<file path="config.mk">
export PLATFORM = sky130hd
export DESIGN_NAME = mem_port_arbiter_flat
export DESIGN_NICKNAME = d
export VERILOG_FILES = /design/src/rtl/mem_port_arbiter_pkg.sv /design/src/rtl/mem_port_arbiter_if.sv /design/src/rtl/mem_port_arbiter_starve_counter.sv /design/src/rtl/mem_port_arbiter.sv /design/src/flat_wrapper.sv
export SDC_FILE = /design/constraint.sdc
export NUM_CORES = 1
export LEC_CHECK = 0
export BUFFER_PORTS_ARGS = -buffer_cell sky130_fd_sc_hd__buf_2
export CORE_AREA = 4 4 105 107
export DETAILED_ROUTE_END_ITERATION = 6
export DIE_AREA = 0 0 109 111
export PLACE_DENSITY_LB_ADDON = 0.08
export SETUP_SLACK_MARGIN = 0.4
export SLEW_MARGIN = 40
export SYNTH_ARGS = -nofsm -noshare
export SYNTH_HDL_FRONTEND = slang
export SYNTH_HIERARCHICAL = 1
export SYNTH_SLANG_ARGS = --single-unit
</file>
<file path="constraint.sdc">
create_clock -name clk -period 2.14 [get_ports clk]
set_clock_uncertainty 0.2 [all_clocks]
set_input_delay 0.214 -clock clk [delete_from_list [all_inputs] [get_ports clk]]
set_output_delay 0.214 -clock clk [all_outputs]
set_load 0.05 [all_outputs]
</file>
<file path="src/rtl/mem_port_arbiter_pkg.sv">
// Shared encodings for the instruction/data memory port arbiter.
// Imported by the arbiter, its interface and its sub-modules.
package mem_port_arbiter_pkg;

    localparam logic MEM_READ  = 1'b0;
    localparam logic MEM_WRITE = 1'b1;
    localparam logic ENABLE    = 1'b1;
    localparam logic DISABLE   = 1'b0;

    localparam int DATA_BUS = 32;
    localparam logic [DATA_BUS-1:0] DATA_ZERO = '0;

    // Owner of the single outstanding read response
    localparam logic [1:0] OWN_NONE = 2'd0;
    localparam logic [1:0] OWN_IF   = 2'd1;
    localparam logic [1:0] OWN_D    = 2'd2;

    // One-hot arbitration result for the current cycle
    typedef struct packed {
        logic if_win;
        logic d_win;
    } grant_t;

    // Bits needed to count from 0 up to and including limit
    function automatic int cnt_width(input int limit);
        if (limit < 1) begin
            return 1;
        end
        return $clog2(limit + 1);
    endfunction

endpackage

</file>
<file path="src/rtl/mem_port_arbiter_if.sv">
// Request/response and memory-side bundle of the port arbiter.
// master = requesters plus memory, slave = the arbiter itself.
interface mem_port_arbiter_if #(
    parameter int ADDR_W = 32,
    parameter int DATA_W = 32
);

    logic                  if_req;
    logic [ADDR_W-1:0]     if_addr;
    logic                  if_gnt;
    logic                  if_rvalid;
    logic [DATA_W-1:0]     if_rdata;

    logic                  d_req;
    logic                  d_rw;
    logic [ADDR_W-1:0]     d_addr;
    logic [DATA_W-1:0]     d_wdata;
    logic [DATA_W/8-1:0]   d_wmask;
    logic                  d_gnt;
    logic                  d_rvalid;
    logic [DATA_W-1:0]     d_rdata;

    logic                  mem_en;
    logic                  mem_we;
    logic [ADDR_W-1:0]     mem_addr;
    logic [DATA_W-1:0]     mem_wdata;
    logic [DATA_W/8-1:0]   mem_wmask;
    logic [DATA_W-1:0]     mem_rdata;

    logic                  if_stall;
    logic                  d_stall;

    modport master (
        output if_req, if_addr,
        input  if_gnt, if_rvalid, if_rdata,
        output d_req, d_rw, d_addr, d_wdata, d_wmask,
        input  d_gnt, d_rvalid, d_rdata,
        input  mem_en, mem_we, mem_addr, mem_wdata, mem_wmask,
        output mem_rdata,
        input  if_stall, d_stall
    );

    modport slave (
        input  if_req, if_addr,
        output if_gnt, if_rvalid, if_rdata,
        input  d_req, d_rw, d_addr, d_wdata, d_wmask,
        output d_gnt, d_rvalid, d_rdata,
        output mem_en, mem_we, mem_addr, mem_wdata, mem_wmask,
        input  mem_rdata,
        output if_stall, d_stall
    );

endinterface

</file>
<file path="src/rtl/mem_port_arbiter_starve_counter.sv">
// Saturating count of consecutive instruction-fetch denials.
// o_at_limit hands the next grant to instruction fetch.
module mem_port_arbiter_starve_counter
    import mem_port_arbiter_pkg::*;
#(
    parameter int LIMIT = 4
) (
    input  logic clk,
    input  logic rst,
    input  logic i_inc,
    input  logic i_clr,
    output logic o_at_limit
);

    localparam int CW = cnt_width(LIMIT);
    localparam logic [CW-1:0] LIM = CW'(LIMIT);

    logic [CW-1:0] r_cnt;
    logic          w_at_limit;

    assign w_at_limit = (r_cnt == LIM);
    assign o_at_limit = w_at_limit;

    // Clear wins over increment; hold once the limit is reached
    always_ff @(posedge clk or posedge rst) begin
        if (rst) begin
            r_cnt <= '0;
        end else if (i_clr) begin
            r_cnt <= '0;
        end else if (i_inc && !w_at_limit) begin
            r_cnt <= r_cnt + 1'b1;
        end
    end

endmodule

</file>
<file path="src/rtl/mem_port_arbiter.sv">
// Shares one synchronous-read memory port between fetch and data.
// Data wins by default; a starvation counter forces a fetch grant.
module mem_port_arbiter
    import mem_port_arbiter_pkg::*;
#(
    parameter int ADDR_W       = 32,
    parameter int DATA_W       = 32,
    parameter int STARVE_LIMIT = 4
) (
    input  logic               clk,
    input  logic               rst,
    mem_port_arbiter_if.slave  bus
);

    localparam int MASK_W = DATA_W / 8;

    grant_t              w_gnt;
    logic                w_at_limit;
    logic                w_cnt_inc;
    logic                w_cnt_clr;
    logic                w_d_write;
    logic [1:0]          w_owner_nxt;
    logic [1:0]          r_owner;

    logic                w_mem_en;
    logic                w_mem_we;
    logic [ADDR_W-1:0]   w_mem_addr;
    logic [DATA_W-1:0]   w_mem_wdata;
    logic [MASK_W-1:0]   w_mem_wmask;

    assign w_d_write = (bus.d_rw == MEM_WRITE);

    // Pick at most one winner; nothing is granted while in reset
    always_comb begin
        w_gnt = '0;
        if (!rst) begin
            if (bus.if_req && w_at_limit) begin
                w_gnt.if_win = 1'b1;
            end else if (bus.d_req) begin
                w_gnt.d_win = 1'b1;
            end else if (bus.if_req) begin
                w_gnt.if_win = 1'b1;
            end
        end
    end

    // Steer the winner onto the memory port, zero when idle
    always_comb begin
        w_mem_en    = DISABLE;
        w_mem_we    = DISABLE;
        w_mem_addr  = '0;
        w_mem_wdata = DATA_ZERO;
        w_mem_wmask = '0;
        if (w_gnt.if_win) begin
            w_mem_en   = ENABLE;
            w_mem_addr = bus.if_addr;
        end else if (w_gnt.d_win) begin
            w_mem_en   = ENABLE;
            w_mem_addr = bus.d_addr;
            if (w_d_write) begin
                w_mem_we    = ENABLE;
                w_mem_wdata = bus.d_wdata;
                w_mem_wmask = bus.d_wmask;
            end
        end
    end

    // Read grants own next cycle's response; writes and idle own none
    always_comb begin
        w_owner_nxt = OWN_NONE;
        if (w_gnt.if_win) begin
            w_owner_nxt = OWN_IF;
        end else if (w_gnt.d_win && !w_d_write) begin
            w_owner_nxt = OWN_D;
        end
    end

    // Response owner; reset drops any response still in flight
    always_ff @(posedge clk or posedge rst) begin
        if (rst) begin
            r_owner <= OWN_NONE;
        end else begin
            r_owner <= w_owner_nxt;
        end
    end

    assign w_cnt_inc = bus.if_req & ~w_gnt.if_win;
    assign w_cnt_clr = w_gnt.if_win | ~bus.if_req;

    mem_port_arbiter_starve_counter #(
        .LIMIT      (STARVE_LIMIT)
    ) u_starve (
        .clk        (clk),
        .rst        (rst),
        .i_inc      (w_cnt_inc),
        .i_clr      (w_cnt_clr),
        .o_at_limit (w_at_limit)
    );

    assign bus.if_gnt    = w_gnt.if_win;
    assign bus.d_gnt     = w_gnt.d_win;
    assign bus.if_stall  = bus.if_req & ~w_gnt.if_win;
    assign bus.d_stall   = bus.d_req & ~w_gnt.d_win;

    assign bus.mem_en    = w_mem_en;
    assign bus.mem_we    = w_mem_we;
    assign bus.mem_addr  = w_mem_addr;
    assign bus.mem_wdata = w_mem_wdata;
    assign bus.mem_wmask = w_mem_wmask;

    assign bus.if_rvalid = (r_owner == OWN_IF);
    assign bus.d_rvalid  = (r_owner == OWN_D);
    assign bus.if_rdata  = bus.if_rvalid ? bus.mem_rdata : DATA_ZERO;
    assign bus.d_rdata   = bus.d_rvalid  ? bus.mem_rdata : DATA_ZERO;

endmodule
</file>
<file path="src/flat_wrapper.sv">
// flat-port wrapper written by rule: the top's interface ports become plain ports
module mem_port_arbiter_flat import mem_port_arbiter_pkg::*;
#(
    parameter int ADDR_W       = 32,
    parameter int DATA_W       = 32,
    parameter int STARVE_LIMIT = 4
)
  (clk, rst, bus_if_req, bus_if_addr, bus_if_gnt, bus_if_rvalid, bus_if_rdata, bus_d_req, bus_d_rw, bus_d_addr, bus_d_wdata, bus_d_wmask, bus_d_gnt, bus_d_rvalid, bus_d_rdata, bus_mem_en, bus_mem_we, bus_mem_addr, bus_mem_wdata, bus_mem_wmask, bus_mem_rdata, bus_if_stall, bus_d_stall);
  mem_port_arbiter_if #(.ADDR_W(ADDR_W), .DATA_W(DATA_W)) bus_i ();
  input  logic clk;
  input  logic rst;
  input wire logic [$bits(bus_i.if_req)-1:0] bus_if_req;
  input wire logic [$bits(bus_i.if_addr)-1:0] bus_if_addr;
  output wire logic [$bits(bus_i.if_gnt)-1:0] bus_if_gnt;
  output wire logic [$bits(bus_i.if_rvalid)-1:0] bus_if_rvalid;
  output wire logic [$bits(bus_i.if_rdata)-1:0] bus_if_rdata;
  input wire logic [$bits(bus_i.d_req)-1:0] bus_d_req;
  input wire logic [$bits(bus_i.d_rw)-1:0] bus_d_rw;
  input wire logic [$bits(bus_i.d_addr)-1:0] bus_d_addr;
  input wire logic [$bits(bus_i.d_wdata)-1:0] bus_d_wdata;
  input wire logic [$bits(bus_i.d_wmask)-1:0] bus_d_wmask;
  output wire logic [$bits(bus_i.d_gnt)-1:0] bus_d_gnt;
  output wire logic [$bits(bus_i.d_rvalid)-1:0] bus_d_rvalid;
  output wire logic [$bits(bus_i.d_rdata)-1:0] bus_d_rdata;
  output wire logic [$bits(bus_i.mem_en)-1:0] bus_mem_en;
  output wire logic [$bits(bus_i.mem_we)-1:0] bus_mem_we;
  output wire logic [$bits(bus_i.mem_addr)-1:0] bus_mem_addr;
  output wire logic [$bits(bus_i.mem_wdata)-1:0] bus_mem_wdata;
  output wire logic [$bits(bus_i.mem_wmask)-1:0] bus_mem_wmask;
  input wire logic [$bits(bus_i.mem_rdata)-1:0] bus_mem_rdata;
  output wire logic [$bits(bus_i.if_stall)-1:0] bus_if_stall;
  output wire logic [$bits(bus_i.d_stall)-1:0] bus_d_stall;
  assign bus_i.if_req = bus_if_req;
  assign bus_i.if_addr = bus_if_addr;
  assign bus_if_gnt = bus_i.if_gnt;
  assign bus_if_rvalid = bus_i.if_rvalid;
  assign bus_if_rdata = bus_i.if_rdata;
  assign bus_i.d_req = bus_d_req;
  assign bus_i.d_rw = bus_d_rw;
  assign bus_i.d_addr = bus_d_addr;
  assign bus_i.d_wdata = bus_d_wdata;
  assign bus_i.d_wmask = bus_d_wmask;
  assign bus_d_gnt = bus_i.d_gnt;
  assign bus_d_rvalid = bus_i.d_rvalid;
  assign bus_d_rdata = bus_i.d_rdata;
  assign bus_mem_en = bus_i.mem_en;
  assign bus_mem_we = bus_i.mem_we;
  assign bus_mem_addr = bus_i.mem_addr;
  assign bus_mem_wdata = bus_i.mem_wdata;
  assign bus_mem_wmask = bus_i.mem_wmask;
  assign bus_i.mem_rdata = bus_mem_rdata;
  assign bus_if_stall = bus_i.if_stall;
  assign bus_d_stall = bus_i.d_stall;
  mem_port_arbiter #(.ADDR_W(ADDR_W), .DATA_W(DATA_W), .STARVE_LIMIT(STARVE_LIMIT)) u_core (.clk(clk), .rst(rst), .bus(bus_i));
endmodule
</file>
---- Word-level counts from Yosys, hierarchy flattened ----
Cells that the tools add are included.
word-level totals
  word-level logic and storage cells ...... 43
  input bits .............................. 137
  bits in registers ....................... 5
  latch bits .............................. 0
  memories kept ........................... 0
  bits in writable memories ............... 0
  ROM bits ................................ 0
cells by class
  reductions and logical operators ........ 6
  bitwise gates (word level) .............. 6
  mux-type cells .......................... 25
  $add $sub $neg .......................... 1
  shift operators ......................... 0
  div/mod/pow operators ................... 0
  magnitude comparators ................... 0
  equality and inequality tests ........... 3
  $mul .................................... 0
operator list
  kind                                            count
  two-way mux 32 bit                              7
  two-way mux 4 bit                               3
  two-way mux 1 bit                               10
  two-way mux 2 bit                               3
  two-way mux 3 bit                               2
  adder 3 x 1 -> 3 bit (second input constant)    1
  == test 3 bit (second input constant)           1
  logical AND 1 bit                               3
  NOT 1 bit                                       3
  bitwise AND 1 bit                               2
  == test 2 x 1 -> 1 bit (second input constant)  1
  == test 2 bit (second input constant)           1
  zero test 1 bit                                 2
  nonzero test 2 bit                              1
  OR 1 bit                                        1

---- Depth between registers and ports, before layout ----
Gate-level depths: netlist of run 1.
  depth in word-level cells ............... 9
  depth in mapped cells ................... 9

---- Cells and area by module ----
Netlist of run 1, hierarchy kept.
modules (own cells, without submodules)
  module                           cells each  times used  area an instance (um^2)  seq. area each (um^2)
  mem_port_arbiter                 207         1           1,287.5                  50.0
  mem_port_arbiter_starve_counter  19          1           201.4                    75.1

---- Worst setup path after synthesis of run 1 ----
No wires, ideal clock.
  path type ............................... reg2reg
  from .................................... register u_core.u_starve.r_cnt[0]
  to ...................................... register u_core.u_starve.r_cnt[0]
  clock period less this slack ............ 2,524 ps
  stages on the path, launching flop included .. 10
  data arrival time ....................... 2,199 ps
  path slack .............................. -384 ps
  path through ............................ dfrtp_1 -> inv_1 -> ha_1 -> and2_1 -> nand2b_1 -> buf_2 -> nand2_1 -> and2_1 -> a21boi_2 -> mux2_4
on the way
  cells in the longest elaborated chain, start to end .. 8
  elaborated cells between the ends (all ways) .. 13
  those cells by class .................... add/sub: 1; eq/ne: 1; mux: 4; bitwise: 3; reduce/logical: 4
ends and longest elaborated chain
  item                                 line                                   source
  from (decl)                          mem_port_arbiter_starve_counter.sv:18  logic [CW-1:0] r_cnt;
  from (signal assigned)               mem_port_arbiter_starve_counter.sv:31  r_cnt <= r_cnt + 1'b1;
  == test 3 bit                        mem_port_arbiter_starve_counter.sv:21  assign w_at_limit = (r_cnt == LIM);
  named net u_core.w_at_limit          mem_port_arbiter.sv:18                 logic w_at_limit;
  logical AND 1 bit                    mem_port_arbiter.sv:37                 if (bus.if_req && w_at_limit) begin
  two-way mux 1 bit                    mem_port_arbiter.sv:37
  two-way mux 2 bit                    mem_port_arbiter.sv:36                 if (!rst) begin
  NOT 1 bit                            --
  bitwise AND 1 bit                    --
  named net bus_if_stall               flat_wrapper.sv:31                     output wire logic [$bits(bus_i.if_stall)-1:0] bus_if_stall;
  logical AND 1 bit                    mem_port_arbiter_starve_counter.sv:30  end else if (i_inc && !w_at_limit) begin
  nonzero test 2 bit (no source line)  --
The timed path passes the listed nets, and every way through them passes these cells. The select of a mux whose other input is x is not followed.
A chain may end at the register's enable or synchronous reset.

---- Final worst setup path of run 1 ----
  from .................................... register u_core.u_starve.r_cnt[1]
  to ...................................... output port bus_mem_addr[23]
on the way
  cells in the longest elaborated chain, start to end .. 6
  elaborated cells between the ends (all ways) .. 7
  those cells by class .................... eq/ne: 1; mux: 5; reduce/logical: 1
ends and longest elaborated chain
  item                         line                                   source
  == test 3 bit (*)            mem_port_arbiter_starve_counter.sv:21
  named net u_core.w_at_limit  mem_port_arbiter.sv:18
  logical AND 1 bit (*)        mem_port_arbiter.sv:37
  two-way mux 1 bit            mem_port_arbiter.sv:37
  two-way mux 2 bit (*)        mem_port_arbiter.sv:36
  two-way mux 32 bit           mem_port_arbiter.sv:57                 end else if (w_gnt.d_win) begin
  two-way mux 32 bit (*)       mem_port_arbiter.sv:54                 if (w_gnt.if_win) begin
  to (decl)                    flat_wrapper.sv:27                     output wire logic [$bits(bus_i.mem_addr)-1:0] bus_mem_addr;
Mark *: on every way through the listed nets, which the timed path passes. The rest lies on a longest branch.

==> results by group, run 1 <==
GRT
  • Total GRT Usage: 17.1%
  • Global-route wire length before repair: approximately 16 mm
  • Global route overflow: 0
  • Initial antenna violation count: 1
  • Vias in the first global route: roughly 3200
  • Pin count of the biggest net entering global routing: 38

Yosys
  • Synth area leader: and2_1
  • Synth top area share: between 40% and 50%
  • Sequential element share of the synthesized area: 8.40%
  • Count of cell types in the netlist: 21
  • Post-synth EDFFs: 0
  • Syn Std Cell Area: 1490 um^2
  • Synth Register Bits: 5
  • Synth async-reset ratio: between 90% and 100%
  • Most common flop cell mapped by yosys: dfrtp_1
  • Count leader, synth: and2_1
  • Synth warn: 6
  • Synth top cells by count: 102 x and2_1, 35 x nor2_1, 32 x a32oi_1
  • Largest cells by area after synthesis: and2_1 43%, a32oi_1 19%, nor2_1 8.8%
  • Mean Syn Cell Area: around 6.6 um^2
  • Syn nets: between 300 and 400
  • Syn Inst Count: between 200 and 250

Setup path
  • Max FO, Critical Path: 6
  • CP Capture Type: output port
  • RR Startpoint: u_core/u_starve/r_cnt[1]
  • CP Class: reg2out
  • Critical Path Source Type: flop
  • WP data arrival: 1.84 ns
  • R2R setup slack: around 0.010 ns
  • Critical Path RT: between 1.5 and 2 ns
  • R2R Path End: u_core/u_starve/r_cnt[0]
  • R2R cell count: 9

Floorplan
  • Die footprint: ~12000 um^2
  • FP Rows: 37
  • Num ports: about 280
  • Die X: about 110 um
  • Initial Utilization: 14.7%
  • Die height: roughly 110 um
  • Core outline area: around 10000 um^2

Placement
  • Placer Congestion: 0.724
  • Port Buffer Count: approximately 280
  • Place WS: -0.0492 ns
  • Final HPWL DP: between 7 and 8 mm

Timing
  • Setup slack after layout: -0.114 ns
  • Finish-stage setup viols: 70
  • Slew HR: approximately 70%
  • RSZ-0062 raised after global routing: yes
  • Fmax achieved: roughly 440 MHz
  • Slew Viols, Final: 0
  • Final setup TNS: -5.16 ns
  • Final min period: 2.25 ns
  • Fin. Hold Viols: 0
  • Worst-margin pin slew: roughly 0.44 ns
  • Period utilization: 105%

Clocking
  • Num Clock Sinks: 5
  • Clock root buffer: clkbuf_8
  • Max H-tree Level: 1
  • Clock Tree Buf Depth: 2
  • Clk slew on worst S/H paths: around 0.040 ns
  • CTS tree: built
  • CTS Buf Count: 3
  • Worst skew pair latency: between 0.2 and 0.25 ns

Layout
  • Final #Nets: about 660
  • Layout cells sized above 1: between 90% and 100%
  • Fill cells: around 840
  • Area grow syn2layout: 289%
  • Multi-input logic area: ~2100 um^2
  • Register Area: 125 um^2
  • End-of-flow core utilization: 57.2%
  • Antenna cells: 0

Detailed routing
  • First-pass DRT Iterations: 4
  • Detailed-route wire length: between 10 and 15 mm
  • Routed len/inst: between 15 and 20 um
  • Initial DRC Count: 85
  • Drc violations: 0
  • Detailed-route via count: slightly below 3000
  • Final ANT Viol Nets: 0
  • Via density: around 4.4

Hold path
  • Hold Crit Depth: 2
  • Hold EP: u_core/r_owner[1]
  • Hold path start: bus_d_rw
  • Hold WC Path Type: in2reg

Outcome
  • Outcome: finished with violations
  • Failing checks: negative setup slack

Power
  • Pwr Density: between 200 and 300 nW/um^2
  • Worst VDD drop: around 0.15 mV
  • Lkg Pwr: approximately 2.7 nW

Run
  • Max_cap viols: 0
[power by group]
group	switching [mW]	internal (mW)
sequential	0.00297	0.0987
clock	0.0501	0.128
combinational	0.665	0.558
total	0.718	0.785
[cells by family after synthesis]
| family | share of synthesized area [%] |
|---|---|
| adder cells (fa/ha/maj) | 1.68 |
| multiplexers | 1.68 |
| flip-flops | 8.40 |
| buffers and inverters | 8.57 |
| AND/OR/NAND/NOR | 58.2 |
| AO/OA/AOI/OAI | 21.5 |
[critical path: stages, from the launching register on]
cell	delay, ns
dfrtp_1	0.35
inv_2	0.05
ha_4	0.16
and2_4	0.15
a21boi_4	0.17
buf_6	0.17
clkbuf_16	0.17
a32oi_2	0.08
nor2_4	0.16
buf_8	0.15
[per-stage QoR]
stage | hold WS [ns] | instances | power, mW | instance area [um^2]
finish | 0.0420 | 660 | 1.50 | 5800
global route | 0.0295 | 660 | 1.58 | 5800
CTS | 0.0268 | 649 | 1.37 | 5100
detailed placement | -0.0458 | 625 | 0.929 | 3490
global placement | -0.0404 | 625 | 0.928 | 3490
floorplan | -0.232 | 226 | 0.674 | 1940
[registers in the layout, indices dropped and copies added, names as in the netlist]
signal,count
u_core/r_owner,2
u_core/u_starve/r_cnt,3
[placed cells by master, fill, tap and decap left out, types with 2 or more instances in the layout]
| master | n |
|---|---|
| a32oi_4 | 9 |
| nor2_4 | 31 |
| buf_4 | 12 |
| clkbuf_8 | 3 |
| buf_8 | 124 |
| a32oi_1 | 11 |
| buf_16 | 4 |
| nand2b_1 | 2 |
| nor2_1 | 3 |
| inv_1 | 2 |
| clkbuf_16 | 5 |
| inv_2 | 2 |
| nor2b_1 | 2 |
| dlygate4sd3_1 | 2 |
| buf_12 | 12 |
| nor2b_4 | 2 |
| and2_4 | 102 |
| buf_2 | 137 |
| a32oi_2 | 12 |
| buf_6 | 20 |
| and3_4 | 5 |
| dfrtp_1 | 5 |
| a21boi_4 | 2 |
[layer usage]
metal / track usage [%] / vias up / share of wire [%]
li1: - / 1374 / -
met1: 15.9 / 1338 / 31
met2: 34.2 / 181 / 55
met3: 5.53 / 28 / 10
met4: 4.80 / 2 / 3.1
met5: 0 / - / 0.11
[area by class of cell]
type | instances | area share, %
Inverter | 4 | 0.259
Multi-Input combinational cell | 195 | 35.9
Tap cell | 136 | 2.94
Clock buffer | 4 | 0.777
Timing Repair Buffer | 316 | 57.9
Sequential cell | 5 | 2.16
[worst max path at each step]
stage,end,start
final,bus_mem_addr[23],u_core/u_starve/r_cnt[1]
after CTS,bus_mem_wdata[27],u_core/u_starve/r_cnt[1]
after global placement,bus_mem_wdata[18],u_core/u_starve/r_cnt[1]
after global routing,bus_mem_addr[23],u_core/u_starve/r_cnt[0]
after detailed placement,bus_mem_wdata[7],u_core/u_starve/r_cnt[1]
after floorplan,u_core/u_starve/r_cnt[0],u_core/u_starve/r_cnt[0]
[what timing repair did]
item                                    4_1_cts  5_1_grt
pin swaps                                    42       44
hold buffers                                  2        0
gates cloned                                 10        6
buffers inserted                              8        5
gates resized for setup                     416      105
endpoints found under the hold margin         5        0
endpoints found under the setup margin      140      142
Power figures use the tool's default switching activity.
==> run 2, diff against run 1 <==
CELL_PAD_IN_SITES_DETAIL_PLACEMENT = 0   (was not set)
CELL_PAD_IN_SITES_GLOBAL_PLACEMENT = 1   (was not set)
CORE_AREA = not set   (was 4 4 105 107)
CORE_ASPECT_RATIO = 0.7   (was not set)
CORE_MARGIN = 4   (was not set)
CORE_UTILIZATION = 13   (was not set)
DIE_AREA = not set   (was 0 0 109 111)
==> run 2 against run 1 <==
  * Global-route usage fell by 2.6 points
  * Non-clock buffer count rose by 6
  * Largest cell class unchanged
  * The flow still finishes with violations (negative setup slack)
  * Hold slack improved by 0.25 ns
==> results by group, run 2 (same netlist as run 1, synthesis figures left out) <==
Setup path
  • R2R setup slack: ~0.090 ns
  • Critical Path Source: u_core/u_starve/r_cnt[1]
  • Critical Path RT: 1.73 ns
  • Critical Path Source Type: flop
  • CP Class: reg2out
  • WP data arrival: roughly 1.8 ns
  • RR Startpoint: u_core/u_starve/r_cnt[1]
  • CP Capture Type: output port
  • Max FO, Critical Path: 20

GRT
  • Global route overflow: 0
  • Total GRT Usage: 14.5%
  • Global-route wire length before repair: roughly 16 mm
  • Initial antenna violation count: 0
  • Vias in the first global route: approximately 3000
  • Pin count of the biggest net entering global routing: 38

Layout
  • Antenna cells: 0
  • Largest register FFs: 3
  • Area grow syn2layout: 293%
  • Largest register by flop count: u_core/u_starve/r_cnt
  • Final #Nets: between 600 and 700
  • Commonest non-fill, non-tap cell in the layout: buf_2
  • Most frequent cells in the layout: 136 x buf_2, 126 x buf_8, 101 x and2_4
  • Largest regs: u_core/u_starve/r_cnt (3), u_core/r_owner (2)
  • Layout cells sized above 1: 95.3%
  • Non-Filler Instances: between 600 and 700

Run
  • Max_cap viols: 0

Placement
  • Placer Congestion: ~0.75
  • Final HPWL DP: a little over 8 mm
  • Dpl cells: approximately 650
  • Port Buffer Count: roughly 280

Timing
  • Setup slack after layout: -0.0759 ns
  • Fin. Hold Viols: 0
  • Fmax achieved: about 450 MHz
  • Final min period: 2.22 ns
  • Period utilization: 104%
  • Slew Viols, Final: 0
  • RSZ-0062 raised after global routing: yes
  • Slew HR: a little over two thirds
  • Final hold slack: slightly below 0.3 ns
  • Finish-stage setup viols: 66
  • Worst-margin pin slew: 0.453 ns

Clocking
  • Clock root buffer: clkbuf_16
  • Clk slew on worst S/H paths: 0.03 ns
  • Max H-tree Level: 1
  • Worst skew pair latency: between 0.2 and 0.25 ns
  • CTS Buf Count: 3
  • Clock Tree Buf Depth: 2
  • CTS tree: built
  • Num Clock Sinks: 5

Floorplan
  • Num ports: between 200 and 300
  • Die footprint: between 10000 and 15000 um^2
  • Initial Utilization: a little over an eighth
  • Core outline area: ~11000 um^2
  • Die X: roughly 140 um
  • FP Rows: 32
  • Die height: a little under 100 um

Detailed routing
  • Met3 WL: 954 um
  • Via density: roughly 4.2
  • Detailed-route via count: 2870
  • Final ANT Viol Nets: 0
  • DR WL met2: around 6.9 mm
  • First-pass DRT Iterations: 4
  • WL met1: around 4.0 mm
  • Drc violations: 0
  • Top sig layer: met4
  • Routed len/inst: approximately 18 um
  • Initial DRC Count: 40
  • Detailed-route wire length: about 12 mm

Outcome
  • Failing checks: negative setup slack
  • Outcome: finished with violations

Power
  • Sequential share of power: 6.3%
  • Sw Share: 44.4%
  • Clock Power Share: about a fifth
  • Cell internal pwr: roughly 0.90 mW
  • Combinational power share: 74.8%
  • Lkg Pwr: between 2 and 3 nW
  • Pwr Density: roughly 280 nW/um^2
  • Sw Pwr: 0.721 mW
  • Worst VDD drop: around 0.19 mV

Hold path
  • Hold WC Path Type: in2reg
  • Hold path start: rst
[run 2: what timing repair did]
item                                   in CTS  in global routing
hold buffers                                3                  0
endpoints found under the hold margin       6                  0
buffers inserted                            6                  5
gates resized for setup                   291                228
setup endpoints to repair                 141                141
gates cloned                                1                  9
pin swaps                                  10                 68
[run 2: critical path, stage by stage (launching register included)]
cell	delay, ns
dfrtp_1	0.35
inv_2	0.05
ha_4	0.15
and2_4	0.14
a21boi_4	0.16
and3_4	0.24
buf_12	0.16
and2_4	0.16
buf_8	0.14
[run 2: cell type report]
cell class	instances	area [um^2]
Sequential cell	5	125
Inverter	4	15.0
Clock buffer	4	78.8
Fill cell	994	5250
Tap cell	153	191
Multi-Input combinational cell	192	2070
Timing Repair Buffer	322	3370
[run 2: routing by layer]
layer	vias to the layer above	global-route usage [%]
met5	-	0
met4	0	3.95
met3	18	3.16
met2	133	29.5
met1	1340	14.5
li1	1379	-
[run 2: power by group through the flow]
stage | registers, mW | logic (mW) | clock network, mW
final | 0.102 | 1.22 | 0.308
after global routing | 0.102 | 1.27 | 0.322
after CTS | 0.102 | 1.05 | 0.314
after detailed placement | 0.102 | 0.857 | 0
after global placement | 0.102 | 0.858 | 0
after floorplan | 0.102 | 0.572 | 0
[run 2: path summary, 6_finish.rpt]
| check | depth (start not counted) | end |
|---|---|---|
| worst max-delay path | 8 | bus_mem_wdata[3] |
| worst min-delay path | 4 | u_core/r_owner[0] |
| min in group asynchronous | 4 | u_core/r_owner[1] |
| worst min register to register | 3 | u_core/u_starve/r_cnt[2] |
| worst max register to register | 9 | u_core/u_starve/r_cnt[0] |
| max in group asynchronous | 4 | u_core/u_starve/r_cnt[0] |
[run 2: stage by stage]
step | instance area, um^2 | util [%] | total power, mW | worst slack [ns] | setup TNS, ns
after floorplan | 1940 | - | 0.674 | 0.0199 | 0
after global placement | 3620 | 32.7 | 0.960 | 0.101 | 0
after detailed placement | 3620 | 32.7 | 0.959 | 0.0960 | 0
after CTS | 4820 | 43.5 | 1.46 | -0.0564 | -2.30
after global routing | 5850 | 52.7 | 1.70 | -0.171 | -9.44
final | 5850 | 52.7 | 1.63 | -0.0759 | -3.14
